==> config.mk <==
export PLATFORM = sky130hd
export DESIGN_NAME = cf_stream_ctrl
export DESIGN_NICKNAME = d
export VERILOG_FILES = /design/src/rtl/cf_stream_ctrl_pkg.sv /design/src/rtl/cf_stream_ctrl_const_gen.sv /design/src/rtl/cf_stream_ctrl.sv
export SDC_FILE = /design/constraint.sdc
export NUM_CORES = 1
export LEC_CHECK = 0
export BUFFER_PORTS_ARGS = -buffer_cell sky130_fd_sc_hd__buf_2
export CORE_ASPECT_RATIO = 1.1
export CORE_MARGIN = 2
export CORE_UTILIZATION = 40
export CTS_BUF_LIST = sky130_fd_sc_hd__clkbuf_8
export CTS_CLUSTER_DIAMETER = 100
export DETAILED_ROUTE_END_ITERATION = 16
export PLACE_DENSITY_LB_ADDON = 0.2
export SYNTH_ARGS = -nofsm -noshare
export SYNTH_HDL_FRONTEND = slang
export SYNTH_SLANG_ARGS = --single-unit
==> constraint.sdc <==
create_clock -name clk -period 2.46 [get_ports clk]
set_input_delay 0.246 -clock clk [delete_from_list [all_inputs] [get_ports clk]]
set_output_delay 0.246 -clock clk [all_outputs]
set_load 0.005 [all_outputs]
==> src/rtl/cf_stream_ctrl_pkg.sv <==
// Shared canonical-form definitions: the stream-controller FSM state
// encoding and a bit-reversal helper used for the constant sequence.
package cf_stream_ctrl_pkg;

    typedef enum logic [1:0] {
        ST_IDLE = 2'd0,
        ST_RUN  = 2'd1,
        ST_DONE = 2'd2
    } cf_state_t;

    localparam int unsigned REV_MAX_W = 32;

    // Reverses the low w bits of v (w <= REV_MAX_W); upper bits come back zero.
    // Reversing the full word and shifting down avoids variable bit indices.
    function automatic logic [REV_MAX_W-1:0] bit_rev(input logic [REV_MAX_W-1:0] v,
                                                     input int unsigned         w);
        logic [REV_MAX_W-1:0] r;
        r = {<<{v}};
        return r >> (REV_MAX_W - w);
    endfunction

endpackage

==> src/rtl/cf_stream_ctrl_const_gen.sv <==
// Constant-select generator for the canonical-form datapath.
// A free-running-on-advance counter, wrapping modulo 2**NUM_CONSTS, whose
// output is optionally bit-reversed.
//   clk     : clock
//   rst     : synchronous active-high reset (counter to zero)
//   clear   : synchronous clear (start of a run)
//   advance : step the counter by one
//   bitrev  : 1 = present the bit-reversed count
//   value   : constant-select output
module cf_const_gen
    import cf_stream_ctrl_pkg::*;
#(
    parameter int NUM_CONSTS = 3
) (
    input  logic                  clk,
    input  logic                  rst,
    input  logic                  clear,
    input  logic                  advance,
    input  logic                  bitrev,
    output logic [NUM_CONSTS-1:0] value
);

    logic [NUM_CONSTS-1:0] cnt;

    always_ff @(posedge clk) begin
        if (rst || clear) begin
            cnt <= '0;
        end else if (advance) begin
            cnt <= cnt + NUM_CONSTS'(1);
        end
    end

    assign value = bitrev ? NUM_CONSTS'(bit_rev(REV_MAX_W'(cnt), NUM_CONSTS)) : cnt;

endmodule

==> src/rtl/cf_stream_ctrl.sv <==
// Stream controller for a canonical-form bitstream datapath.
// Sequences the constant-select bus over a run of len samples, forwards the
// variable bits, and counts ones on every datapath output bitstream.
//   clk, rst          : clock, synchronous active-high reset
//   start, len, bitrev: run request with sample count and constant order
//   in_valid/in_ready : upstream sample handshake; in_vars sample bits
//   cf_const, cf_vars : drive to the datapath; cf_outputs its result bits
//   busy, done        : RUN / DONE status
//   counts            : per-output ones count, output k at [k*LEN_W +: LEN_W]
//   ack               : consumer releases the results in DONE
module cf_stream_ctrl
    import cf_stream_ctrl_pkg::*;
#(
    parameter int NUM_CONSTS  = 3,
    parameter int NUM_VARS    = 2,
    parameter int NUM_OUTPUTS = 2,
    parameter int LEN_W       = 8
) (
    input  logic                         clk,
    input  logic                         rst,
    input  logic                         start,
    input  logic [LEN_W-1:0]             len,
    input  logic                         bitrev,
    input  logic                         in_valid,
    output logic                         in_ready,
    input  logic [NUM_VARS-1:0]          in_vars,
    output logic [NUM_CONSTS-1:0]        cf_const,
    output logic [NUM_VARS-1:0]          cf_vars,
    input  logic [NUM_OUTPUTS-1:0]       cf_outputs,
    output logic                         busy,
    output logic                         done,
    output logic [NUM_OUTPUTS*LEN_W-1:0] counts,
    input  logic                         ack
);

    cf_state_t        state;
    cf_state_t        state_next;
    logic [LEN_W-1:0] len_q;
    logic             bitrev_q;
    logic [LEN_W-1:0] sample_cnt;
    logic [LEN_W-1:0] counts_q [NUM_OUTPUTS];

    logic start_ok;
    logic accept;
    logic last;

    assign start_ok = (state == ST_IDLE) && start;
    assign accept   = in_valid && in_ready;
    // len_q is non-zero whenever RUN is reached, so len_q-1 never wraps here.
    assign last     = accept && (sample_cnt == len_q - LEN_W'(1));

    assign cf_vars = in_vars;

    always_comb begin
        state_next = state;
        in_ready   = 1'b0;
        busy       = 1'b0;
        done       = 1'b0;
        case (state)
            ST_IDLE: begin
                if (start) begin
                    state_next = (len == '0) ? ST_DONE : ST_RUN;
                end
            end
            ST_RUN: begin
                in_ready = 1'b1;
                busy     = 1'b1;
                if (last) begin
                    state_next = ST_DONE;
                end
            end
            ST_DONE: begin
                done = 1'b1;
                if (ack) begin
                    state_next = ST_IDLE;
                end
            end
            default: state_next = ST_IDLE;
        endcase
    end

    always_ff @(posedge clk) begin
        if (rst) begin
            state <= ST_IDLE;
        end else begin
            state <= state_next;
        end
    end

    // Run bookkeeping and ones counters; counts hold through DONE and IDLE
    // until the next accepted start.
    always_ff @(posedge clk) begin
        if (rst) begin
            len_q      <= '0;
            bitrev_q   <= 1'b0;
            sample_cnt <= '0;
            for (int k = 0; k < NUM_OUTPUTS; k++) begin
                counts_q[k] <= '0;
            end
        end else if (start_ok) begin
            len_q      <= len;
            bitrev_q   <= bitrev;
            sample_cnt <= '0;
            for (int k = 0; k < NUM_OUTPUTS; k++) begin
                counts_q[k] <= '0;
            end
        end else if (accept) begin
            sample_cnt <= sample_cnt + LEN_W'(1);
            for (int k = 0; k < NUM_OUTPUTS; k++) begin
                counts_q[k] <= counts_q[k] + LEN_W'(cf_outputs[k]);
            end
        end
    end

    for (genvar k = 0; k < NUM_OUTPUTS; k++) begin : g_counts
        assign counts[k*LEN_W +: LEN_W] = counts_q[k];
    end

    cf_const_gen #(
        .NUM_CONSTS(NUM_CONSTS)
    ) u_const_gen (
        .clk    (clk),
        .rst    (rst),
        .clear  (start_ok),
        .advance(accept),
        .bitrev (bitrev_q),
        .value  (cf_const)
    );

endmodule

==> flow_metrics.tcl <==
set metrics [dict create \
    avgSynthCellArea_sq_um 9.89 \
    clock.fmax_ghz 0.535 \
    fin_skew_ns 0.00793 \
    tightest_slew_ns 0.586 \
    syn-cell-area_sq_um 2010 \
    ys_seq_area_share_pct 45.9 \
    worst-setup-path-type "register to register" \
    multi_input_area_sq_um 1020 \
    layout-drive-gt1-share_pct 22.5 \
    grt_pass1_vias 1388 \
    comb_power_share_pct 12.5 \
    yosys_warnings 0 \
    holdBufCountCts 0 \
    p_seq_share_pct 55.6 \
    antenna_found_initial 0 \
    clk-insertion-delay-late_ns 0.29 \
    drc 0 \
    coreArea_sq_um 4930 \
    worstPathMaxFanout 16 \
    clk_pin_slew_ns 0.07 \
    post-route-util_pct 46.8 \
    dieArea_sq_um 5600 \
    post_cts_buffers 0 \
    die_y_microns 78.3 \
    hold_viol 0 \
    syn_inst 203 \
    ir_drop_uv 235 \
    p_leak_nw 0.997 \
    start_kind "register" \
    cts_root_buffer "clkbuf_8" \
    cts_buffer_depth 2 \
    whs_ns 0.202 \
    post-dp-hpwl_mm 2.89 \
    cap_viol_max_count 0 \
    finalMaxSlewViolations 0 \
    overflow 0 \
    syn-num-nets 228 \
    cp-end-kind "register" \
    areaGrowthSynthToFinish_pct 14.9 \
    gr-usage-all-layers_pct 14.2 \
    final.period_utilization_pct 76.0 \
    grt_max_degree 17 \
    drt_iter0_markers 21 \
    finalSetupViolCount 0 \
    initial_core_util_pct 40.7 \
    dr_total_vias 1502 \
    h-tree-depth 2 \
    synth_enable_flop_cells 16 \
    wl_per_cell_microns 12.8 \
    portBuffers 37 \
    cts_buffers 5 \
    worstPathArrival_ns 2.10 \
    nFillCells 485 \
    ant_nets 0 \
    io_pins 42 \
    cts_tree "yes" \
    p_sw_mw 0.336 \
    clock_sinks 38 \
    place_congestion 0.751 \
    powerDensity_nw_per_um2 563 \
    yosys.cell_types.count 40 \
    async_flop_share_pct 0 \
    drt-total-wl_mm 3.80 \
    regArea_sq_um 921 \
    synth_flop_cell "dfxtp_1" \
    rsz0062_at_grt "no" \
    ys_ff_latch 38 \
    diodes 0 \
    relSlewSlack_pct 61.0 \
    r2r_slack_ns 0.59 \
    firstDrtPassIters 4 \
    post_drt_via_cell_ratio 5.04 \
    outcome "finished, final reports clean" \
    hold_path_class "input pin to register" \
    clkPwrFrac_pct 31.9 \
    p_int_mw 0.962 \
    post-route-min-period_ns 1.87 \
    cts_resized 0 \
    grt_first_pass_wirelength_mm 6.29 \
    nets 264 \
    switching_share_pct 25.9 \
    cp.required_ns 2.70 \
    die_width_microns 71.5 \
    row_count 27 \
    setup_tns_ns 0 \
]
-- cell families (layout without fill, tap and decap cells) --
family / Yosys count / after routing / synth area share, %
and+or+nand+nor: 93 / 93 / 24.5
buffers and inverters: 13 / 50 / 3.74
muxes: 9 / 9 / 4.61
DFF: 38 / 38 / 45.9
AOI/OAI and AO/OA: 15 / 15 / 4.68
adders and majority gates: 7 / 7 / 4.36
xor gates and xnor gates: 28 / 28 / 12.2
-- worst paths after layout --
| check | startpoint | end | depth (start not counted) |
|---|---|---|---|
| setup / recovery | state[1] | state[1] | 5 |
| hold / removal | bitrev | bitrev_q | 3 |
| setup reg to reg | state[1] | state[1] | 5 |
| hold reg to reg | u_const_gen.cnt[1] | u_const_gen.cnt[1] | 2 |
-- worst max-delay path: stages (launching register included) --
cell and delay, ns:
dfxtp_1 0.35, and2b_1 0.25, and2_1 0.52, nand4_1 0.18
nor4_2 0.32, o311a_1 0.20
-- cell usage in the layout, fill, tap and decap left out, types with 2 or more instances in the layout --
cell,n
inv_1,3
ha_1,7
nor3b_1,2
mux2_2,2
nor2_1,34
and3_1,8
mux2i_1,7
xnor2_1,9
clkbuf_8,5
dfxtp_1,22
and2b_1,2
nand3_1,9
a21oi_1,7
xor2_1,19
buf_2,37
or3_1,3
nor4_1,3
buf_4,2
o21ai_0,3
edfxtp_1,16
nand4_1,6
nand2_1,13
-- power by group through the flow --
stage,registers [mW],logic (mW),clock network [mW]
2_1_floorplan,0.733,0.110,0
3_3_place_gp,0.737,0.164,0
3_5_place_dp,0.737,0.164,0
4_1_cts,0.723,0.165,0.432
5_1_grt,0.728,0.183,0.452
6_report,0.722,0.162,0.414
-- sequential cells by signal (all words and copies together) (netlist names) --
name / count
bitrev_q: 1
u_const_gen.cnt: 3
len_q: 8
state: 2
sample_cnt: 8
counts_q: 16
-- stage by stage --
step	total power [mW]	cells	setup WS [ns]	area, sq um
after detailed placement	0.901	290	0.563	2220
after CTS	1.32	298	0.555	2310
after floorplan	0.843	203	0.560	2010
after global routing	1.36	298	0.449	2310
final	1.30	298	0.591	2310
after global placement	0.901	290	0.615	2220
-- layout make-up --
| type | instances | area share [%] |
|---|---|---|
| clock buffer | 5 | 2.98 |
| inverter | 3 | 0.488 |
| clock inverter | 3 | 0.705 |
| timing repair buffer | 39 | 8.68 |
| sequential | 38 | 39.9 |
| multi-input combinational | 152 | 44.1 |
| tap | 58 | 3.15 |
-- cell usage after synthesis, types with 2 or more instances --
| library cell | n | share of area (%) |
|---|---|---|
| and2b_1 | 2 | 0.75 |
| inv_1 | 3 | 0.56 |
| buf_2 | 3 | 0.75 |
| mux2_2 | 2 | 1.1 |
| clkbuf_1 | 2 | 0.37 |
| or3_1 | 3 | 0.94 |
| o21ai_0 | 3 | 0.75 |
| nor2_1 | 34 | 6.4 |
| ha_1 | 7 | 4.4 |
| nand3_1 | 9 | 2.2 |
| nor3b_1 | 3 | 1.1 |
| xnor2_1 | 9 | 3.9 |
| a21oi_1 | 7 | 1.7 |
| buf_4 | 4 | 1.5 |
| dfxtp_1 | 22 | 22 |
| nor4_1 | 3 | 0.94 |
| mux2i_1 | 7 | 3.5 |
| xor2_1 | 19 | 8.3 |
| nand4_1 | 6 | 1.9 |
| nand2_1 | 13 | 2.4 |
| edfxtp_1 | 16 | 24 |
| and3_1 | 8 | 2.5 |
-- metal layers --
metal	global-route usage [%]	part of all wire, %
met2	24.4	49
met5	0	0
met3	3.98	5.0
met4	5.09	1.5
met1	16.8	44
(Power assumes the default switching activity.)
